[src/rtl/big_core_vga_char_writer.sv]
// Text-mode character writer: 8x8 glyph lookup, two 32-bit tile writes into VGA memory.
// Optional cursor mode via `VGA_CHAR_CURSOR_EN (auto-advancing cursor, newline handling).
module big_core_vga_char_writer #(
  parameter logic [31:0] VGA_MEM_BASE = 32'h0000_0000,
  parameter int          NUM_COLS     = 80,
  parameter int          NUM_ROWS     = 60
) (
  input  logic        Clk_50,
  input  logic        Reset,
  input  logic        CharValid,
  output logic        CharReady,
  input  logic [7:0]  CharCode,
  input  logic [6:0]  CharCol,
  input  logic [5:0]  CharRow,
  output logic        VgaWrReq,
  input  logic        VgaWrGnt,
  output logic [31:0] VgaWrAddr,
  output logic [31:0] VgaWrData,
  output logic [3:0]  VgaWrByteEn,
  output logic        CharDone,
  output logic        CharErr,
  output logic [6:0]  CursorCol,
  output logic [5:0]  CursorRow
);

  localparam logic [1:0] IDLE   = 2'd0;
  localparam logic [1:0] WR_TOP = 2'd1;
  localparam logic [1:0] WR_BOT = 2'd2;

  localparam logic [6:0]  COLS_W = 7'(NUM_COLS);
  localparam logic [5:0]  ROWS_W = 6'(NUM_ROWS);
  localparam logic [13:0] BAND   = 14'(NUM_COLS);
  localparam logic [13:0] ROW_WORDS = 14'(2 * NUM_COLS);

  logic [1:0]  state;
  logic [31:0] bot_addr;
  logic [31:0] bot_data;
  logic [6:0]  pos_col;
  logic [5:0]  pos_row;
  logic        in_range;
  logic        is_nl;
  logic [13:0] top_idx;
  logic [13:0] bot_idx;
  logic [63:0] glyph;

  // Glyph rows in reading order: row 0 in bits [63:56], row 7 in [7:0]. Bit 0 = leftmost pixel.
  function automatic logic [63:0] font_rows(input logic [7:0] code);
    case (code)
      8'h20:   font_rows = 64'h0000000000000000;
      8'h30:   font_rows = 64'h3C666E7666663C00;
      8'h31:   font_rows = 64'h181C181818187E00;
      8'h32:   font_rows = 64'h3C6660300C067E00;
      8'h33:   font_rows = 64'h3C66603860663C00;
      8'h34:   font_rows = 64'h303834327E303000;
      8'h35:   font_rows = 64'h7E063E6060663C00;
      8'h36:   font_rows = 64'h3C063E6666663C00;
      8'h37:   font_rows = 64'h7E6030180C0C0C00;
      8'h38:   font_rows = 64'h3C66663C66663C00;
      8'h39:   font_rows = 64'h3C66667C60301C00;
      8'h41:   font_rows = 64'h183C66667E666600;
      8'h42:   font_rows = 64'h3E66663E66663E00;
      8'h43:   font_rows = 64'h3C66060606663C00;
      8'h44:   font_rows = 64'h1E36666666361E00;
      8'h45:   font_rows = 64'h7E06063E06067E00;
      8'h46:   font_rows = 64'h7E06063E06060600;
      default: font_rows = 64'hFFFFFFFFFFFFFFFF;
    endcase
  endfunction

  // Tile word: byte k holds glyph row (first + k).
  function automatic logic [31:0] top_word(input logic [63:0] g);
    top_word = {g[39:32], g[47:40], g[55:48], g[63:56]};
  endfunction

  function automatic logic [31:0] bot_word(input logic [63:0] g);
    bot_word = {g[7:0], g[15:8], g[23:16], g[31:24]};
  endfunction

  function automatic logic [31:0] word_addr(input logic [13:0] idx);
    word_addr = VGA_MEM_BASE + {16'd0, idx, 2'b00};
  endfunction

`ifdef VGA_CHAR_CURSOR_EN
  logic [6:0] cur_col;
  logic [5:0] cur_row;
  logic       adv;
  logic       nl_take;

  assign is_nl    = (CharCode == 8'h0A);
  assign pos_col  = cur_col;
  assign pos_row  = cur_row;
  assign in_range = 1'b1;
  assign adv      = (state == WR_BOT) && VgaWrGnt;
  assign nl_take  = (state == IDLE) && CharValid && is_nl;

  always_ff @(posedge Clk_50 or posedge Reset) begin
    if (Reset) begin
      cur_col <= '0;
      cur_row <= '0;
    end else if (nl_take || (adv && cur_col == COLS_W - 7'd1)) begin
      cur_col <= '0;
      cur_row <= (cur_row == ROWS_W - 6'd1) ? 6'd0 : cur_row + 6'd1;
    end else if (adv) begin
      cur_col <= cur_col + 7'd1;
    end
  end

  assign CursorCol = cur_col;
  assign CursorRow = cur_row;
`else
  assign is_nl     = 1'b0;
  assign pos_col   = CharCol;
  assign pos_row   = CharRow;
  assign in_range  = (CharCol < COLS_W) && (CharRow < ROWS_W);
  assign CursorCol = '0;
  assign CursorRow = '0;
`endif

  assign glyph     = font_rows(CharCode);
  assign top_idx   = 14'(pos_row) * ROW_WORDS + 14'(pos_col);
  assign bot_idx   = top_idx + BAND;
  assign CharReady = (state == IDLE);

  // Outputs are registered so they stay stable while the port withholds the grant.
  always_ff @(posedge Clk_50 or posedge Reset) begin
    if (Reset) begin
      state       <= IDLE;
      VgaWrReq    <= 1'b0;
      VgaWrAddr   <= '0;
      VgaWrData   <= '0;
      VgaWrByteEn <= '0;
      CharDone    <= 1'b0;
      CharErr     <= 1'b0;
      bot_addr    <= '0;
      bot_data    <= '0;
    end else begin
      CharDone <= 1'b0;
      CharErr  <= 1'b0;
      case (state)
        IDLE: begin
          if (CharValid) begin
            if (is_nl) begin
              CharDone <= 1'b1;
            end else if (!in_range) begin
              CharErr <= 1'b1;
            end else begin
              state       <= WR_TOP;
              VgaWrReq    <= 1'b1;
              VgaWrAddr   <= word_addr(top_idx);
              VgaWrData   <= top_word(glyph);
              VgaWrByteEn <= 4'hF;
              bot_addr    <= word_addr(bot_idx);
              bot_data    <= bot_word(glyph);
            end
          end
        end
        WR_TOP: begin
          if (VgaWrGnt) begin
            state     <= WR_BOT;
            VgaWrAddr <= bot_addr;
            VgaWrData <= bot_data;
          end
        end
        WR_BOT: begin
          if (VgaWrGnt) begin
            state       <= IDLE;
            VgaWrReq    <= 1'b0;
            VgaWrByteEn <= 4'h0;
            CharDone    <= 1'b1;
          end
        end
        default: begin
          state    <= IDLE;
          VgaWrReq <= 1'b0;
        end
      endcase
    end
  end

endmodule

[config.mk]
export PLATFORM = sky130hd
export DESIGN_NAME = big_core_vga_char_writer
export DESIGN_NICKNAME = d
export VERILOG_FILES = /design/src/rtl/big_core_vga_char_writer.sv
export SDC_FILE = /design/constraint.sdc
export NUM_CORES = 1
export LEC_CHECK = 0
export ABC_AREA = 0
export CAP_MARGIN = 20
export CORE_MARGIN = 4
export CORE_UTILIZATION = 51
export CTS_BUF_LIST = sky130_fd_sc_hd__clkbuf_16
export DETAILED_ROUTE_END_ITERATION = 7
export MAX_ROUTING_LAYER = met4
export PLACE_DENSITY = 0.81
export SYNTH_ARGS = -nofsm -noshare
export SYNTH_HDL_FRONTEND = slang
export SYNTH_SLANG_ARGS = --single-unit
[constraint.sdc]
create_clock -name Clk_50 -period 5.3 [get_ports Clk_50]
set_clock_uncertainty 0.2 [all_clocks]
set_input_delay 0.53 -clock Clk_50 [delete_from_list [all_inputs] [get_ports Clk_50]]
set_output_delay 0.53 -clock Clk_50 [all_outputs]
set_load 0.03 [all_outputs]
=== Word level (Yosys, flattened, before mapping) ===
Cells that the tools add are included.

* Mux-type cells: 27
* $lt $le $gt $ge: 2
* Reductions and logical operators: 9
* Add/sub/neg operators: 2
* Equality and inequality tests: 23
* $mul: 1
* Bitwise gates (word level): 1

{| class="wikitable"
|+ Operator list
! kind !! number
|-
| 64-bit one-hot mux with 17 select lines || 1
|-
| 32-bit 2-to-1 mux || 6
|-
| 32-bit one-hot mux with 2 select lines || 2
|-
| 8-bit by 6-bit equality test with 1-bit output, second input constant || 11
|-
| 8-bit by 7-bit equality test with 1-bit output, second input constant || 6
|-
| 4-bit AND reduction || 4
|-
| 14-bit by 7-bit adder with 14-bit output || 1
|-
| 14-bit by 7-bit adder with 14-bit output, second input constant || 1
|-
| 4-bit 2-to-1 mux || 3
|-
| 6-bit by 3-bit multiplier with 9-bit output, second input constant || 1
|-
| 1-bit 2-to-1 mux || 8
|-
| 2-bit 2-to-1 mux || 4
|-
| 4-bit one-hot mux with 2 select lines || 1
|-
| 7-bit < comparator, second input constant || 1
|-
| 6-bit < comparator, second input constant || 1
|-
| 2-bit != test, second input constant || 3
|-
| 2-bit one-hot mux with 3 select lines || 1
|-
| 2-bit nonzero test || 2
|-
| 1-bit one-hot mux with 3 select lines || 1
|-
| 3-bit AND reduction || 1
|-
| 2-bit by 1-bit equality test with 1-bit output, second input constant || 1
|-
| 2-bit equality test, second input constant || 1
|-
| 2-bit zero test || 1
|-
| 2-bit by 1-bit != test with 1-bit output, second input constant || 1
|-
| 2 further kinds || 2
|}

* Register bits after elaboration: 119

=== Logic depth before layout (Yosys ltp) ===
* Depth after elaboration: 5
* Depth in mapped cells: 9
* Gate-level depth less buffers: 9

=== Worst setup path after synthesis ===
Ideal clock, no wire load.

* Path kind: input-to-reg
* Start point: input port CharRow[1]
* End point: register bot_addr[15]
* Path buffers: 0
* Slack: 2252 ps
* Stages on the path: 9
* Arrival: 2766 ps
* Library setup time: 82 ps
* Cells stage by stage: ha_1 > ha_1 > fa_1 > and3_1 > nand2b_1 > nor4b_1 > xnor2_1 > or3b_1 > a31oi_1

* Word-level cells in the longest chain between the ends: 3

{| class="wikitable"
|+ RTL lines
! what !! line !! RTL
|-
| start, declared || 14 || <nowiki>input logic [5:0] CharRow,</nowiki>
|-
| 6-bit by 3-bit multiplier with 9-bit output / 6-bit < comparator (equally long branches) || 120, 114 ||
|-
| 14-bit by 7-bit adder with 14-bit output / 1-bit logical AND (equally long branches) || 120, 114 ||
|-
| 14-bit by 7-bit adder with 14-bit output / 3-bit AND reduction (equally long branches) || -- ||
|-
| end signal, assigned || 152 || <nowiki>bot_addr <= word_addr(bot_idx);</nowiki>
|-
| end, declared || 36 || <nowiki>logic [31:0] bot_addr;</nowiki>
|}

Parallel ways exist; a longest one is shown, timed or not.
A chain may end at the register's enable or synchronous reset.

=== Worst setup path in the final report ===
Same ends and word-level chain as after synthesis.

==> impl_metrics.json <==
{
  "drv_cap": 0,
  "hold_viol": 0,
  "postCtsSetupBuffers": 0,
  "min_path_type": "primary input to asynchronous set/reset pin",
  "grt_start_max_net_pins": 45,
  "clk_latency_ps": 340,
  "cts_sinks": 77,
  "synth_seq_cells": 77,
  "synth-edff-count": 0,
  "dp_worst_setup_slack_ps": 1530,
  "synth_flop_cell": "dfrtp_1",
  "syn_area_um2": 4900,
  "p_leak_nw": 2.52,
  "holdWs_ps": 163,
  "die_area_um2": 11200,
  "outcome": "completed",
  "routed_wl_um": 13800,
  "drive_gt1_frac": 0.0666,
  "place.gp.congestion": 0.979,
  "synthCells": 588,
  "grt_first_pass_wirelength_um": 22500,
  "fin_crit_ps": 3430,
  "critical_path_class": "primary input to flip-flop",
  "seq_area_um2": 1930,
  "fmax_ghz": 0.291,
  "detail-route-antenna-nets": 0,
  "fill_cells": 804,
  "clk_pin_slew_worst_paths_ps": 60,
  "seq_area_frac_synth": 0.393,
  "drt_iter0_drc": 381,
  "cp.arrival_ps": 3490,
  "postCtsHoldBufs": 0,
  "design.core.area_um2": 9280,
  "p_per_area_nw_per_um2": 503,
  "critPathMaxFanout": 3,
  "vias": 4482,
  "crit_required_ps": 5360,
  "yosysUniqueCellTypes": 67,
  "grt_setup_unrepaired": "false",
  "port_buffers": 78,
  "grt_usage": 0.257,
  "tightestPinTransition_ps": 1030,
  "rows": 35,
  "first_pass_iters": 5,
  "cts_tree": "yes",
  "grt-ovfl-total": 0,
  "grt_pass1_vias": 4263,
  "fin_ws_ps": 1870,
  "die_w_um": 106,
  "relSlewSlack": 0.313,
  "finalSetupViolations": 0,
  "n_antenna_cell": 0,
  "synth_async_sr_flop_share": 1.00,
  "avgViaCountPerCell": 5.78,
  "synth_warnings": 0,
  "drc": 0,
  "min_period_over_period": 0.648,
  "dpl.hpwl_um": 9780,
  "synth.avg_cell_area_um2": 8.34,
  "multi_input_comb_area_um2": 2610,
  "peakVddDrop_uv": 295,
  "drv_slew": 0,
  "root_buffer": "clkbuf_16",
  "num-nets-final": 679,
  "syn2layout_area_growth_pct": 21.5,
  "cp-end-kind": "flip-flop",
  "critPathLaunchType": "primary input",
  "cts_resized": 0,
  "antenna_found_initial": 0,
  "avgRoutedWirePerCell_um": 17.9,
  "r2r_cells": 6,
  "start_util": 0.528,
  "clockBufferDepth": 2,
  "die_h_um": 106,
  "numCtsBuffers": 9,
  "ios": 110,
  "htree_levels": 3,
  "finalSetupTns_ps": 0
}
## routing by layer
metal | GRT usage | wire length (um) | vias up | part of all wire
met4 | 0.0555 | 193 | 0 | 0.014
met5 | - | 0 | - | 0
met2 | 0.371 | 6190 | 200 | 0.45
li1 | - | - | 2122 | -
met1 | 0.377 | 6370 | 2137 | 0.46
met3 | 0.0492 | 1080 | 23 | 0.078
## placed cells by master (no fill, tap or decap), types with 11 or more instances in the layout
master	netlist	layout
dfrtp_1	77	77
buf_4	41	12
nor3_1	16	16
clkdlybuf4s50_1	0	78
o21ai_0	71	71
mux2i_1	12	12
ha_1	11	11
conb_1	1	31
a21oi_1	33	33
nor2_1	49	49
nand2_1	90	90
## cells by family (layout without fill, tap and decap cells)
logic type | after synthesis | in the layout | synth area share
AOI/OAI and AO/OA | 176 | 176 | 0.222
other | 1 | 31 | 0.000765
buffers and inverters | 88 | 116 | 0.0988
muxes | 13 | 13 | 0.0268
DFF | 77 | 77 | 0.393
and+or+nand+nor | 206 | 206 | 0.194
xor gates and xnor gates | 14 | 14 | 0.0278
adders and majority gates | 13 | 13 | 0.0362
## cells in the mapped netlist (all sizes together) (2+ instances only)
master,instances,area share
nor2,49,0.038
a311oi,3,0.0054
and2,2,0.0026
a2111oi,4,0.0071
nand2,91,0.070
nand3,9,0.010
dfrtp,77,0.39
o21ai,75,0.077
o21a,2,0.0031
inv,8,0.0061
or3,3,0.0038
mux2i,12,0.025
ha,11,0.028
a21oi,34,0.035
a211oi,4,0.0061
nand2b,6,0.0077
o22ai,7,0.0089
o31ai,2,0.0031
o211ai,5,0.0077
buf,46,0.067
nand4,5,0.0064
and3,6,0.0077
a22oi,2,0.0031
nor2b,6,0.0077
a22o,2,0.0036
or2,2,0.0026
nor3,16,0.016
xor2,5,0.0089
a31oi,10,0.016
a21o,4,0.0061
fa,2,0.0082
nor4b,2,0.0036
o32ai,3,0.0054
xnor2,8,0.014
o22a,8,0.014
clkbuf,33,0.025
## cell type report
class,instances,share of cell area
timing repair buffer,91,0.150
sequential,77,0.324
clock buffer,9,0.0378
clock inverter,7,0.0176
multi-input combinational,453,0.439
tap,129,0.0271
inverter,9,0.00567
## sequential cells by signal, indices dropped and copies added, names as in the netlist
register / flops
VgaWrData: 25
VgaWrReq: 1
bot_data: 18
VgaWrByteEn: 1
CharDone: 1
bot_addr: 14
state: 2
CharErr: 1
VgaWrAddr: 14
## per-stage QoR
stage / std cells / instance area (um^2) / total power, mW / util
global placement: 758 / 5610 / 2.29 / 0.604
finish: 775 / 5960 / 2.99 / 0.642
detailed placement: 758 / 5610 / 2.32 / 0.604
CTS: 774 / 5940 / 3.01 / 0.639
floorplan: 618 / 5010 / 1.84 / -
global route: 775 / 5960 / 3.18 / 0.642
## critical path, cell delays in order
cell	delay, ps
clkdlybuf4s50_1	470
ha_1	330
ha_1	230
fa_1	510
and3_1	180
nand2b_1	110
nor4b_1	380
xnor2_1	180
or3b_1	400
a31oi_1	170
## worst paths after layout
kind                             startpoint             to  slack, ps
worst max-delay path             CharRow[1]   bot_addr[15]       1870
worst min-delay path                  Reset  VgaWrData[24]        160
worst max register to register     state[0]   VgaWrData[1]       2610
worst min register to register  bot_addr[8]    bot_addr[8]        280
max in group asynchronous             Reset   VgaWrData[9]       3810
min in group Clk_50             bot_addr[8]    bot_addr[8]        280
## report_power, final
group / switching (mW) / total [mW] / internal (mW) / leakage, nW
clock network: 0.264 / 0.684 / 0.420 / 0.159
registers: 0.140 / 0.957 / 0.817 / 0.866
logic: 0.831 / 1.35 / 0.522 / 1.50
Power figures use the tool's default switching activity.
